[config.mk]
export PLATFORM = sky130hd
export DESIGN_NAME = mdu
export DESIGN_NICKNAME = d
export VERILOG_FILES = /design/src/rtl/mdu_pkg.sv /design/src/rtl/mdu_iter_core.sv /design/src/rtl/mdu.sv
export SDC_FILE = /design/constraint.sdc
export NUM_CORES = 1
export LEC_CHECK = 0
export BUFFER_PORTS_ARGS = -buffer_cell sky130_fd_sc_hd__buf_2
export CAP_MARGIN = 40
export CORE_MARGIN = 2
export CORE_UTILIZATION = 60
export CTS_BUF_LIST = sky130_fd_sc_hd__clkbuf_16
export CTS_CLUSTER_SIZE = 28
export DETAILED_ROUTE_END_ITERATION = 8
export PLACE_DENSITY = 0.83
export RECOVER_POWER = 100
export REMOVE_ABC_BUFFERS = 1
export SYNTH_ARGS = -nofsm -noshare
export SYNTH_HDL_FRONTEND = slang
export SYNTH_HIERARCHICAL = 1
export SYNTH_SLANG_ARGS = --single-unit
export TNS_END_PERCENT = 20
[constraint.sdc]
create_clock -name clk -period 6.6 [get_ports clk]
set_input_delay 0.33 -clock clk [delete_from_list [all_inputs] [get_ports clk]]
set_output_delay 0.33 -clock clk [all_outputs]
set_load 0.02 [all_outputs]
[src/rtl/mdu_pkg.sv]
// Shared definitions for the multiply/divide unit: op encodings,
// FSM state type and small op-classification helpers.
package mdu_pkg;

    localparam logic [3:0] OP_NOP   = 4'd0;
    localparam logic [3:0] OP_MULT  = 4'd1;
    localparam logic [3:0] OP_MULTU = 4'd2;
    localparam logic [3:0] OP_DIV   = 4'd3;
    localparam logic [3:0] OP_DIVU  = 4'd4;
    localparam logic [3:0] OP_MTHI  = 4'd5;
    localparam logic [3:0] OP_MTLO  = 4'd6;
    localparam logic [3:0] OP_MFHI  = 4'd7;
    localparam logic [3:0] OP_MFLO  = 4'd8;

    typedef enum logic [1:0] {
        IDLE = 2'd0,
        BUSY = 2'd1,
        DONE = 2'd2
    } mduStateT;

    // Ops that need the iterative core and therefore stall EX.
    function automatic logic is_long_op(input logic [3:0] op);
        return (op == OP_MULT) || (op == OP_MULTU) ||
               (op == OP_DIV)  || (op == OP_DIVU);
    endfunction

    // Ops whose operands are two's-complement and need magnitude/sign fixing.
    function automatic logic isSignedOp(input logic [3:0] op);
        return (op == OP_MULT) || (op == OP_DIV);
    endfunction

    // Ops that run the core in restoring-divide mode.
    function automatic logic isDivOp(input logic [3:0] op);
        return (op == OP_DIV) || (op == OP_DIVU);
    endfunction

endpackage

[src/rtl/mdu_iter_core.sv]
// Iterative datapath for the MDU: a 2*WIDTH shift register with one
// adder/subtractor, performing one shift-add multiply step or one
// restoring shift-subtract divide step per enabled cycle.
module mdu_iter_core
    import mdu_pkg::*;
#(
    parameter int WIDTH = 32
) (
    input  logic               clk,
    input  logic               rst_n,
    input  logic               load,
    input  logic               step,
    input  logic               divMode,
    input  logic [WIDTH-1:0]   loadA,
    input  logic [WIDTH-1:0]   operandB,
    output logic [2*WIDTH-1:0] acc
);

    logic [WIDTH-1:0] upper;
    logic [WIDTH-1:0] lower;
    logic [WIDTH:0]   mulSum;
    logic [WIDTH:0]   divShifted;
    logic [WIDTH:0]   divTrial;

    // Single adder/subtractor shared conceptually by both modes. In multiply
    // mode the carry bit is kept so the right shift does not lose it. In
    // divide mode the partial remainder is widened by one bit so that bit
    // WIDTH of the difference acts as the borrow (remainder < divisor).
    always_comb begin
        mulSum     = {1'b0, upper} + (lower[0] ? {1'b0, operandB} : {(WIDTH+1){1'b0}});
        divShifted = {upper, lower[WIDTH-1]};
        divTrial   = divShifted - {1'b0, operandB};
    end

    // Upper half holds the partial product / partial remainder, lower half
    // holds the multiplier bits still to consume / the quotient being built.
    always_ff @(posedge clk or negedge rst_n) begin
        if (!rst_n) begin
            upper <= '0;
            lower <= '0;
        end else if (load) begin
            upper <= '0;
            lower <= loadA;
        end else if (step) begin
            if (divMode) begin
                if (!divTrial[WIDTH]) begin
                    upper <= divTrial[WIDTH-1:0];
                    lower <= {lower[WIDTH-2:0], 1'b1};
                end else begin
                    upper <= divShifted[WIDTH-1:0];
                    lower <= {lower[WIDTH-2:0], 1'b0};
                end
            end else begin
                upper <= mulSum[WIDTH:1];
                lower <= {mulSum[0], lower[WIDTH-1:1]};
            end
        end
    end

    assign acc = {upper, lower};

endmodule

[src/rtl/mdu.sv]
// Multiply/divide unit for the EX stage. Owns HI/LO, sequences the
// iterative core through WIDTH steps for MULT/MULTU/DIV/DIVU, stalls EX via
// MDUReadyE and serves MTHI/MTLO/MFHI/MFLO in a single cycle.
module mdu
    import mdu_pkg::*;
#(
    parameter int WIDTH = 32
) (
    input  logic             clk,
    input  logic             rst_n,
    input  logic [3:0]       MDUOpE,
    input  logic [WIDTH-1:0] SrcAE,
    input  logic [WIDTH-1:0] SrcBE,
    output logic             MDUReadyE,
    output logic [WIDTH-1:0] HiLoOutE
);

    localparam int CNT_W = (WIDTH > 1) ? $clog2(WIDTH) : 1;
    localparam logic [CNT_W-1:0] CNT_LAST = CNT_W'(WIDTH - 1);

    mduStateT           state;
    logic [CNT_W-1:0]   counter;
    logic [3:0]         opReg;
    logic [WIDTH-1:0]   aRaw;
    logic [WIDTH-1:0]   bReg;
    logic               negResult;
    logic               negRem;
    logic               divZero;
    logic [WIDTH-1:0]   hiReg;
    logic [WIDTH-1:0]   loReg;

    logic               startSigned;
    logic [WIDTH-1:0]   srcAMag;
    logic [WIDTH-1:0]   srcBMag;
    logic               startLong;
    logic               startDivZero;
    logic [2*WIDTH-1:0] acc;
    logic [2*WIDTH-1:0] product;
    logic [WIDTH-1:0]   quot;
    logic [WIDTH-1:0]   rem;
    logic [WIDTH-1:0]   resHi;
    logic [WIDTH-1:0]   resLo;

    // Operand conditioning at issue: signed ops run on magnitudes, and a
    // zero divisor is detected up front so the core is skipped entirely.
    always_comb begin
        startSigned  = isSignedOp(MDUOpE);
        startLong    = (state == IDLE) && is_long_op(MDUOpE);
        startDivZero = isDivOp(MDUOpE) && (SrcBE == '0);
        srcAMag      = (startSigned && SrcAE[WIDTH-1]) ? -SrcAE : SrcAE;
        srcBMag      = (startSigned && SrcBE[WIDTH-1]) ? -SrcBE : SrcBE;
    end

    mdu_iter_core #(
        .WIDTH(WIDTH)
    ) u_core (
        .clk     (clk),
        .rst_n   (rst_n),
        .load    (startLong),
        .step    (state == BUSY),
        .divMode (isDivOp(opReg)),
        .loadA   (srcAMag),
        .operandB(bReg),
        .acc     (acc)
    );

    // Sign fix-up of the unsigned core result. 0x80000000 / -1 needs no
    // special case: the magnitude quotient 0x80000000 negates to itself.
    always_comb begin
        product = negResult ? -acc : acc;
        quot    = acc[WIDTH-1:0];
        rem     = acc[2*WIDTH-1:WIDTH];
        resHi   = product[2*WIDTH-1:WIDTH];
        resLo   = product[WIDTH-1:0];
        if (isDivOp(opReg)) begin
            if (divZero) begin
                resLo = '1;
                resHi = aRaw;
            end else begin
                resLo = negResult ? -quot : quot;
                resHi = negRem ? -rem : rem;
            end
        end
    end

    // Control FSM: latches operands at issue, counts WIDTH core steps,
    // and commits HI/LO on the DONE edge as the stalled instruction leaves.
    always_ff @(posedge clk or negedge rst_n) begin
        if (!rst_n) begin
            state     <= IDLE;
            counter   <= '0;
            opReg     <= OP_NOP;
            aRaw      <= '0;
            bReg      <= '0;
            negResult <= 1'b0;
            negRem    <= 1'b0;
            divZero   <= 1'b0;
            hiReg     <= '0;
            loReg     <= '0;
        end else begin
            unique case (state)
                IDLE: begin
                    if (is_long_op(MDUOpE)) begin
                        opReg     <= MDUOpE;
                        aRaw      <= SrcAE;
                        bReg      <= srcBMag;
                        negResult <= startSigned && (SrcAE[WIDTH-1] ^ SrcBE[WIDTH-1]);
                        negRem    <= startSigned && SrcAE[WIDTH-1];
                        divZero   <= startDivZero;
                        counter   <= CNT_LAST;
                        state     <= startDivZero ? DONE : BUSY;
                    end else if (MDUOpE == OP_MTHI) begin
                        hiReg <= SrcAE;
                    end else if (MDUOpE == OP_MTLO) begin
                        loReg <= SrcAE;
                    end
                end
                BUSY: begin
                    if (counter == '0) begin
                        state <= DONE;
                    end else begin
                        counter <= counter - CNT_W'(1);
                    end
                end
                DONE: begin
                    hiReg <= resHi;
                    loReg <= resLo;
                    state <= IDLE;
                end
                default: begin
                    state <= IDLE;
                end
            endcase
        end
    end

    // Stall request to the hazard unit; only the op code feeds it in IDLE.
    always_comb begin
        MDUReadyE = 1'b1;
        if (rst_n) begin
            unique case (state)
                IDLE:    MDUReadyE = !is_long_op(MDUOpE);
                BUSY:    MDUReadyE = 1'b0;
                default: MDUReadyE = 1'b1;
            endcase
        end
    end

    // Move-from-HI/LO read port straight off the architectural registers.
    always_comb begin
        HiLoOutE = '0;
        if (MDUOpE == OP_MFHI) begin
            HiLoOutE = hiReg;
        end else if (MDUOpE == OP_MFLO) begin
            HiLoOutE = loReg;
        end
    end

endmodule
==> flow_summary_export.csv, run 1 <==
group,metric,value,unit
logic_synthesis,ys_types,90,
critical_path,crit_type,"flop to flop",
drt,dr.pass1.iters,8,
drt,ant_nets,0,
power_and_ir_drop,pwr-share-clk,0.131,
sta,fin_tns_setup,0,ps
critical_path,crit_required,7060,ps
logic_synthesis,yosysTopAreaCell,"dfrtp_1",
sta,hold_ws,74.3,ps
floorplan,start_util,0.610,
logic_synthesis,synth_top_area_share,0.294,
logic_synthesis,synth_edf_count,0,
drt,drt-total-wl,58700,µm
power_and_ir_drop,p_sw_frac,0.502,
floorplan,die_w,175,µm
run_status,outcome,"finished, violations left",
power_and_ir_drop,p_seq_frac,0.262,
grt,antenna_found_initial,0,
power_and_ir_drop,intPower,0.00542,W
finish,area_growth,8.87,%
place,portBuffers,102,
grt,grt_overflow,0,
power_and_ir_drop,p_leak,7.86,nW
power_and_ir_drop,pwr-share-comb,0.607,
drt,drt_iter0_drc,1979,
cts,clk_latency,540,ps
grt,grt_max_degree,86,
grt,track_usage,0.377,
sta,period_share,0.787,
sta,setup_slack,1410,ps
cts,post_cts_buffers,0,
cts,cts_tree,"done",
run_status,violations,"max-capacitance violations, max-slew violations",
floorplan,die_area,0.0306,mm²
drt,drc_errors,0,
sta,fin_crit,5190,ps
logic_synthesis,ys.flop_type,"dfrtp_1",
drt,vias_per_cell,6.65,
floorplan,io_pins,103,
min_path,hold_path_class,"input port to flop",
logic_synthesis,async_reset_ff_frac,1.00,
grt,grt_pass1_wl,92400,µm
sta,setup_viol,0,
logic_synthesis,synth_commonest_cells,"nand2_1, o21ai_0, dfrtp_1",
floorplan,rows,62,
min_path,whs_path_depth,3,
grt,grt_pass1_vias,16957,
sta,drv_slew,230,
logic_synthesis,synth_cells,2298,
power_and_ir_drop,ir_worst_vdd,263,µV
place,dp_slack,2610,ps
place,dp_hpwl,42600,µm
finish,drive_above_1_share,0.0721,
critical_path,setup.worst_path.end_class,"flop",
sta,rsz0062_at_grt,"no",
critical_path,worstRegToRegCells,9,
logic_synthesis,yosysMostFrequentCell,"nand2_1",
sta,maxSlewHeadroom,-1.58,
cts,clkTransAtPathRegs,60,ps
logic_synthesis,seq_area_frac_synth,0.294,
drt,vias,18043,
power_and_ir_drop,p_switching,0.00546,W
logic_synthesis,netlist_area,0.0176,mm²
finish,antennaDiodeCount,0,
cts,cts_sinks,206,
power_and_ir_drop,power_density,569,mW/mm²
cts,htree_levels,1,
drt,wire_per_inst,21.6,µm
critical_path,path_max_fanout,33,
place,place_congestion,0.964,
floorplan,fp.dieH,175,µm
sta,skew,11.2,ps
sta,max_freq,0.192,GHz
job,max_cap_violations,5,
cts,root_buffer,"clkbuf_16",
logic_synthesis,yosys-top-cells-area,"dfrtp_1, nand2_1, o21ai_0, ha_1, xnor2_1",
finish,fin_nets,2454,
floorplan,core,0.0288,mm²
logic_synthesis,yosysWarningCount,6,
cts,cts_made_buffers,25,
sta,timing.final.hold_violations,0,
logic_synthesis,ys_seq_elements,206,
critical_path,critical_path_arrival,5660,ps
cts,ctsLongestPathBuffers,3,
sta,worst_pin_slew,3860,ps
logic_synthesis,syn_avg_cell_area,7.64,µm²
critical_path,worst_setup_path_start_kind,"flop",
==> power groups by stage <==
stage          clock network (W)  logic, W  registers (W)
2_1_floorplan                  0   0.00478        0.00252
3_3_place_gp                   0   0.00623        0.00280
4_1_cts                  0.00143   0.00649        0.00281
3_5_place_dp                   0   0.00645        0.00282
5_1_grt                  0.00149   0.00723        0.00293
6_report                 0.00143   0.00660        0.00285
==> what timing repair did <==
item	CTS	global route
hold buffers	1	0
endpoints found under the hold margin	61	0
resized for setup	0	0
==> layout make-up <==
| type | instances | area (µm²) |
|---|---|---|
| inverter | 69 | 260 |
| sequential | 206 | 5150 |
| timing repair buffer | 141 | 840 |
| clock inverter | 19 | 193 |
| fill | 2550 | 9670 |
| clock buffer | 25 | 626 |
| multi-input combinational | 1869 | 11600 |
| tap | 384 | 480 |
==> through the flow <==
stage | utilization | instance area [µm²] | instances | total power, W
final | 0.664 | 19100 | 2713 | 0.0109
after detailed placement | 0.640 | 18400 | 2667 | 0.00927
after global placement | 0.632 | 18200 | 2656 | 0.00903
after CTS | 0.669 | 19300 | 2712 | 0.0107
after floorplan | - | 17000 | 2144 | 0.00730
after global routing | 0.664 | 19100 | 2713 | 0.0116
==> cell families after synthesis <==
family | count (synthesis) | share of synthesized area
simple gates | 861 | 0.233
compound gates | 714 | 0.257
buf+inv | 223 | 0.0490
flops | 206 | 0.294
xor+xnor | 177 | 0.0892
fa+ha+maj | 72 | 0.0522
mux | 45 | 0.0258
==> sequential cells by signal, summed over array words and instances, names as in the netlist <==
name          cells
loReg            32
negResult         1
aRaw             32
bReg             32
u_core/lower     32
hiReg            32
negRem            1
u_core/upper     32
divZero           1
counter           5
state             2
opReg             4
==> cell usage in the layout, fill, tap and decap left out, types with 30 or more instances in the layout <==
master,instances
mux2i_1,43
nand2_1,357
nor2_1,145
clkbuf_1,43
xnor2_1,100
a22o_1,33
dfrtp_1,206
a21oi_1,138
o21ai_0,261
inv_1,66
xor2_1,75
ha_1,70
buf_2,69
and2_1,36
nor3_1,47
nand3_1,77
o22ai_1,30
o31ai_1,36
==> per-layer routing <==
layer / GRT usage / wire length, µm
met1: 0.501 / 23500
met2: 0.597 / 26200
met3: 0.0533 / 5620
met4: 0.198 / 3400
met5: 0 / 0
==> worst paths after layout <==
path / end / slack (ps) / startpoint
worst min register to register: aRaw[2] / 470 / aRaw[2]
worst min-delay path: aRaw[2] / 70 / SrcAE[2]
worst max register to register: u_core/upper[10] / 1410 / opReg[1]
max in group asynchronous: bReg[19] / 2330 / rst_n
worst max-delay path: u_core/upper[10] / 1410 / opReg[1]
min in group asynchronous: u_core/lower[6] / 1680 / rst_n
==> critical path, cell delays in order, from the launching register on <==
cell and delay (ps):
dfrtp_1 400, or4b_2 690, and2_1 180, clkbuf_1 490
inv_1 1080, buf_4 510, and2_0 500, clkbuf_1 880
nand3_1 210, nand3_1 150
No activity file was read; power rests on OpenSTA's default activity.
==> run 2: changes to the inputs <==
==> constraint.sdc (replaced) <==
create_clock -name clk -period 5 [get_ports clk]
set_input_delay 0.25 -clock clk [delete_from_list [all_inputs] [get_ports clk]]
set_output_delay 0.25 -clock clk [all_outputs]
set_load 0.02 [all_outputs]
==> flow_summary_export.csv, run 2 (synthesis results as in run 1) <==
group,metric,value,unit
run_status,outcome,"finished, violations left",
run_status,violations,"max-capacitance violations, max-slew violations",
critical_path,regToRegEndpoint,"u_core/upper[17]",
min_path,whs_path_depth,3,
place,post-place-cells,2666,
sta,maxSlewHeadroom,-1.27,
sta,max_freq,0.223,GHz
cts,clk_latency,550,ps
floorplan,die_w,175,µm
grt,grt_overflow,0,
min_path,hold_end,"bReg[18]",
drt,drt_iter0_drc,2200,
cts,root_buffer,"clkbuf_16",
critical_path,crit_type,"flop to flop",
grt,antenna_found_initial,0,
sta,skew,22.7,ps
sta,period_share,0.896,
critical_path,setup.worst_path.end_class,"flop",
sta,fin_tns_setup,0,ps
place,portBuffers,102,
sta,hold_ws,10.4,ps
job,max_cap_violations,5,
cts,htree_levels,1,
place,dp_hpwl,41100,µm
power_and_ir_drop,power_density,740,mW/mm²
critical_path,worst_setup_path_start_kind,"flop",
grt,track_usage,0.365,
critical_path,critical_path_arrival,4850,ps
finish,final_cell_mix,"nand2_1, o21ai_0, dfrtp_1, nor2_1, a21oi_1",
min_path,hold_start,"SrcBE[18]",
power_and_ir_drop,p_leak,7.85,nW
floorplan,io_pins,103,
floorplan,core,0.0288,mm²
critical_path,r2r_slack,520,ps
place,placed_area,0.0183,mm²
critical_path,crit-reg2reg-launch,"u_core/upper[0]",
sta,setup_slack,521,ps
finish,area_growth,8.63,%
drt,ant_nets,0,
cts,ctsLongestPathBuffers,3,
finish,antennaDiodeCount,0,
min_path,hold_path_class,"input port to flop",
grt,grt_pass1_wl,90300,µm
floorplan,start_util,0.610,
floorplan,fp.dieH,175,µm
drt,vias,17941,
sta,timing.final.hold_violations,0,
sta,setup_viol,0,
floorplan,die_area,0.0306,mm²
finish,fin_nets,2464,
critical_path,crit_required,5370,ps
power_and_ir_drop,ir_worst_vdd,483,µV
sta,rsz0062_at_grt,"no",
floorplan,rows,62,
finish,stdcell_count,2721,
grt,grt_max_degree,129,
critical_path,worstRegToRegCells,12,
cts,cts_tree,"done",
critical_path,path_max_fanout,25,
sta,worst_pin_slew,3410,ps
drt,wire_per_inst,20.9,µm
sta,drv_slew,294,
place,place_congestion,1.01,
sta,fin_crit,4480,ps
drt,drt-total-wl,56900,µm
drt,drc_errors,0,
drt,vias_per_cell,6.59,
cts,clkTransAtPathRegs,60,ps
place,dp_slack,882,ps
finish,nFillCells,2537,
cts,post_cts_buffers,0,
finish,layout.cells.most_common,"nand2_1",
grt,grt_pass1_vias,16804,
finish,design_area,0.0191,mm²
finish,drive_above_1_share,0.0702,
cts,cts_made_buffers,25,
drt,dr.pass1.iters,6,
cts,cts_sinks,206,
run 2: cell count changes in the layout (fill, tap and decap cells not counted), moves of 2 or more:
| cell | previous run | this run |
|---|---|---|
| and2_0 | 5 | 1 |
| clkbuf_1 | 43 | 40 |
| buf_4 | 20 | 25 |
| dlygate4sd3_1 | 1 | 13 |
| buf_16 | 5 | 1 |
| and2_1 | 36 | 40 |
| buf_8 | 2 | 0 |
run 2: final cells by class:
type                            count  area, µm²  area share
Tap cell                          384        480      0.0252
Inverter                           69        260      0.0137
Timing Repair Buffer              151        865      0.0453
Clock buffer                       25        626      0.0328
Clock inverter                     17        158     0.00827
Multi-Input combinational cell   1869      11500       0.604
Sequential cell                   206       5150       0.270
run 2: worst max-delay path by stage:
stage / start / to / slack (ps) / depth (start not counted)
floorplan: MDUOpE[1] / u_core/upper[19] / -780 / 9
global placement: u_core/upper[0] / u_core/upper[30] / 1000 / 12
detailed placement: u_core/upper[0] / u_core/upper[30] / 880 / 12
CTS: u_core/upper[0] / u_core/upper[30] / 880 / 12
global route: state[1] / bReg[24] / 270 / 3
finish: u_core/upper[0] / u_core/upper[17] / 520 / 12
run 2: per-layer routing:
metal | share of wire | track usage | wire [µm]
met1 | 0.41 | 0.488 | 23100
met2 | 0.46 | 0.593 | 25900
met3 | 0.091 | 0.0511 | 5200
met4 | 0.047 | 0.160 | 2700
met5 | 0 | 0 | 0
run 2: stage by stage:
step,util,power [W]
final,0.662,0.0141
after global routing,0.662,0.0151
after CTS,0.667,0.0139
after detailed placement,0.636,0.0121
after global placement,0.633,0.0118
after floorplan,-,0.00963
run 2: worst max-delay path, cell delays in order, from the launching register on:
cell	delay, ps
dfrtp_1	600
inv_1	160
fa_1	450
nand2b_1	200
a21o_1	220
a211o_1	290
a21oi_2	210
o22ai_1	230
o21ai_4	610
xor2_1	580
buf_4	390
mux2i_1	240
a31oi_1	100
run 2: power by group:
part / switching (W) / internal (W)
combinational: 0.00509 / 0.00341
clock: 0.000752 / 0.00105
sequential: 0.00127 / 0.00253
run 2: repair_timing:
action	in CTS	in global routing
gates resized for setup	0	0
endpoints found under the hold margin	90	0
hold buffers	13	0
==> run 3: changes to the inputs <==
--- a/config.mk
+++ b/config.mk
@@ -8,11 +8,11 @@
 export BUFFER_PORTS_ARGS = -buffer_cell sky130_fd_sc_hd__buf_2
 export CAP_MARGIN = 40
 export CORE_MARGIN = 2
-export CORE_UTILIZATION = 60
+export CORE_UTILIZATION = 63
 export CTS_BUF_LIST = sky130_fd_sc_hd__clkbuf_16
 export CTS_CLUSTER_SIZE = 28
 export DETAILED_ROUTE_END_ITERATION = 8
-export PLACE_DENSITY = 0.83
+export PLACE_DENSITY = 0.86
 export RECOVER_POWER = 100
 export REMOVE_ABC_BUFFERS = 1
 export SYNTH_ARGS = -nofsm -noshare
==> flow_summary_export.csv, run 3 (synthesis results as in run 1) <==
group,metric,value,unit
cts,cts_made_buffers,26,
floorplan,start_util,0.635,
critical_path,worst_setup_path_start_kind,"flop",
cts,cts_sinks,206,
critical_path,setup.worst_path.end_class,"flop",
power_and_ir_drop,power_density,739,mW/mm²
drt,wire_per_inst,21.0,µm
sta,max_freq,0.226,GHz
grt,grt_overflow,0,
drt,drt-total-wl,57400,µm
drt,drc_errors,0,
floorplan,io_pins,103,
floorplan,rows,61,
drt,dr.pass1.iters,6,
sta,setup_viol,0,
finish,final_cell_mix,"nand2_1, o21ai_0, dfrtp_1, nor2_1, a21oi_1",
drt,topRoutingLayerUsed,"met4",
run_status,outcome,"finished, violations left",
finish,multi_input_area,0.0115,mm²
drt,met2WireLength,26400,µm
grt,track_usage,0.392,
sta,timing.final.hold_violations,0,
critical_path,regToRegEndpoint,"u_core/upper[25]",
critical_path,crit-reg2reg-launch,"u_core/lower[31]",
cts,cts_tree,"done",
place,portBuffers,102,
sta,period_share,0.886,
critical_path,path_max_fanout,25,
finish,area_growth,9.24,%
floorplan,die_area,0.0292,mm²
grt,grt_pass1_vias,17267,
finish,layout.cells.most_common,"nand2_1",
grt,grt_pass1_wl,91500,µm
drt,ant_nets,0,
sta,rsz0062_at_grt,"no",
finish,drive_above_1_share,0.0730,
critical_path,r2r_slack,570,ps
finish,nFillCells,2323,
drt,drt_iter0_drc,2402,
cts,ctsResizeCount,0,
drt,met1_length,22700,µm
job,max_cap_violations,2,
power_and_ir_drop,power.total,0.0142,W
sta,skew,20.3,ps
place,place_congestion,1.03,
min_path,hold_path_class,"input port to flop",
finish,final_util,0.694,
sta,fin_crit,4430,ps
cts,htree_levels,1,
critical_path,crit_required,5420,ps
cts,root_buffer,"clkbuf_16",
power_and_ir_drop,ir_worst_vdd,342,µV
sta,worst_pin_slew,3390,ps
drt,vias,18373,
cts,clk_latency,550,ps
critical_path,crit_type,"flop to flop",
critical_path,crit_start,"u_core/lower[31]",
critical_path,cp-endpoint,"u_core/upper[25]",
sta,fin_tns_setup,0,ps
place,dp_hpwl,41100,µm
sta,drv_slew,161,
finish,stdcell_count,2734,
floorplan,core,0.0276,mm²
sta,maxSlewHeadroom,-1.26,
grt,antenna_found_initial,1,
cts,clkTransAtPathRegs,60,ps
finish,fin_nets,2478,
sta,setup_slack,572,ps
power_and_ir_drop,p_leak,7.94,nW
run_status,violations,"max-capacitance violations, max-slew violations",
grt,grt_max_degree,128,
place,post-place-cells,2663,
floorplan,fp.dieH,171,µm
drt,wl_met3,5380,µm
cts,ctsLongestPathBuffers,3,
floorplan,die_w,171,µm
critical_path,critical_path_arrival,4850,ps
critical_path,worstRegToRegCells,13,
cts,post_cts_buffers,0,
drt,vias_per_cell,6.72,
place,dp_slack,908,ps
finish,regArea,0.00515,mm²
run 3: critical path, stage by stage (launching register included):
cell      delay [ps]
dfrtp_1          450
inv_1            120
ha_1             230
fa_1             390
nand2b_1         210
a21o_1           230
a211o_1          320
a21oi_2          180
o22ai_2          160
o21ai_4          610
xor2_1           570
buf_4            400
nand2_1          100
a221oi_1         290
run 3: how the worst min path moves through the flow:
stage	start	endpoint	slack (ps)	depth (start not counted)
CTS	SrcAE[7]	aRaw[7]	1	3
finish	SrcAE[7]	aRaw[7]	6	3
floorplan	rst_n	aRaw[0]	-50	0
global placement	rst_n	u_core/lower[5]	310	1
global route	SrcAE[7]	aRaw[7]	20	3
detailed placement	rst_n	u_core/lower[4]	320	1
run 3: through the flow:
step | hold slack, ps | area [µm²]
after CTS | 1.03 | 19300
final | 6.47 | 19200
after detailed placement | 317 | 18300
after global routing | 17.4 | 19200
after global placement | 308 | 18300
after floorplan | -45.6 | 17000
run 3: routing by layer:
metal	track usage	vias up
met3	0.0666	229
met1	0.509	8675
li1	-	8366
met2	0.635	1103
met5	0	-
met4	0.192	0
run 3: where the power goes:
| part | switching (W) | leakage [nW] | internal, W |
|---|---|---|---|
| sequential | 0.00119 | 2.48 | 0.00253 |
| combinational | 0.00522 | 5.05 | 0.00346 |
| clock | 0.000770 | 0.403 | 0.000991 |
| total | 0.00719 | 7.94 | 0.00699 |
run 3: layout make-up:
| cell class | instances | area share |
|---|---|---|
| antenna | 1 | 0.000131 |
| inverter | 69 | 0.0136 |
| timing repair buffer | 164 | 0.0506 |
| sequential | 206 | 0.269 |
| tap | 378 | 0.0247 |
| clock inverter | 21 | 0.00685 |
| multi-input combinational | 1869 | 0.601 |
| clock buffer | 26 | 0.0339 |
run 3: timing repair:
action / in CTS / in global routing
endpoints found under the setup margin: 0 / 0
hold endpoints to repair: 101 / 0
hold buffers: 23 / 0
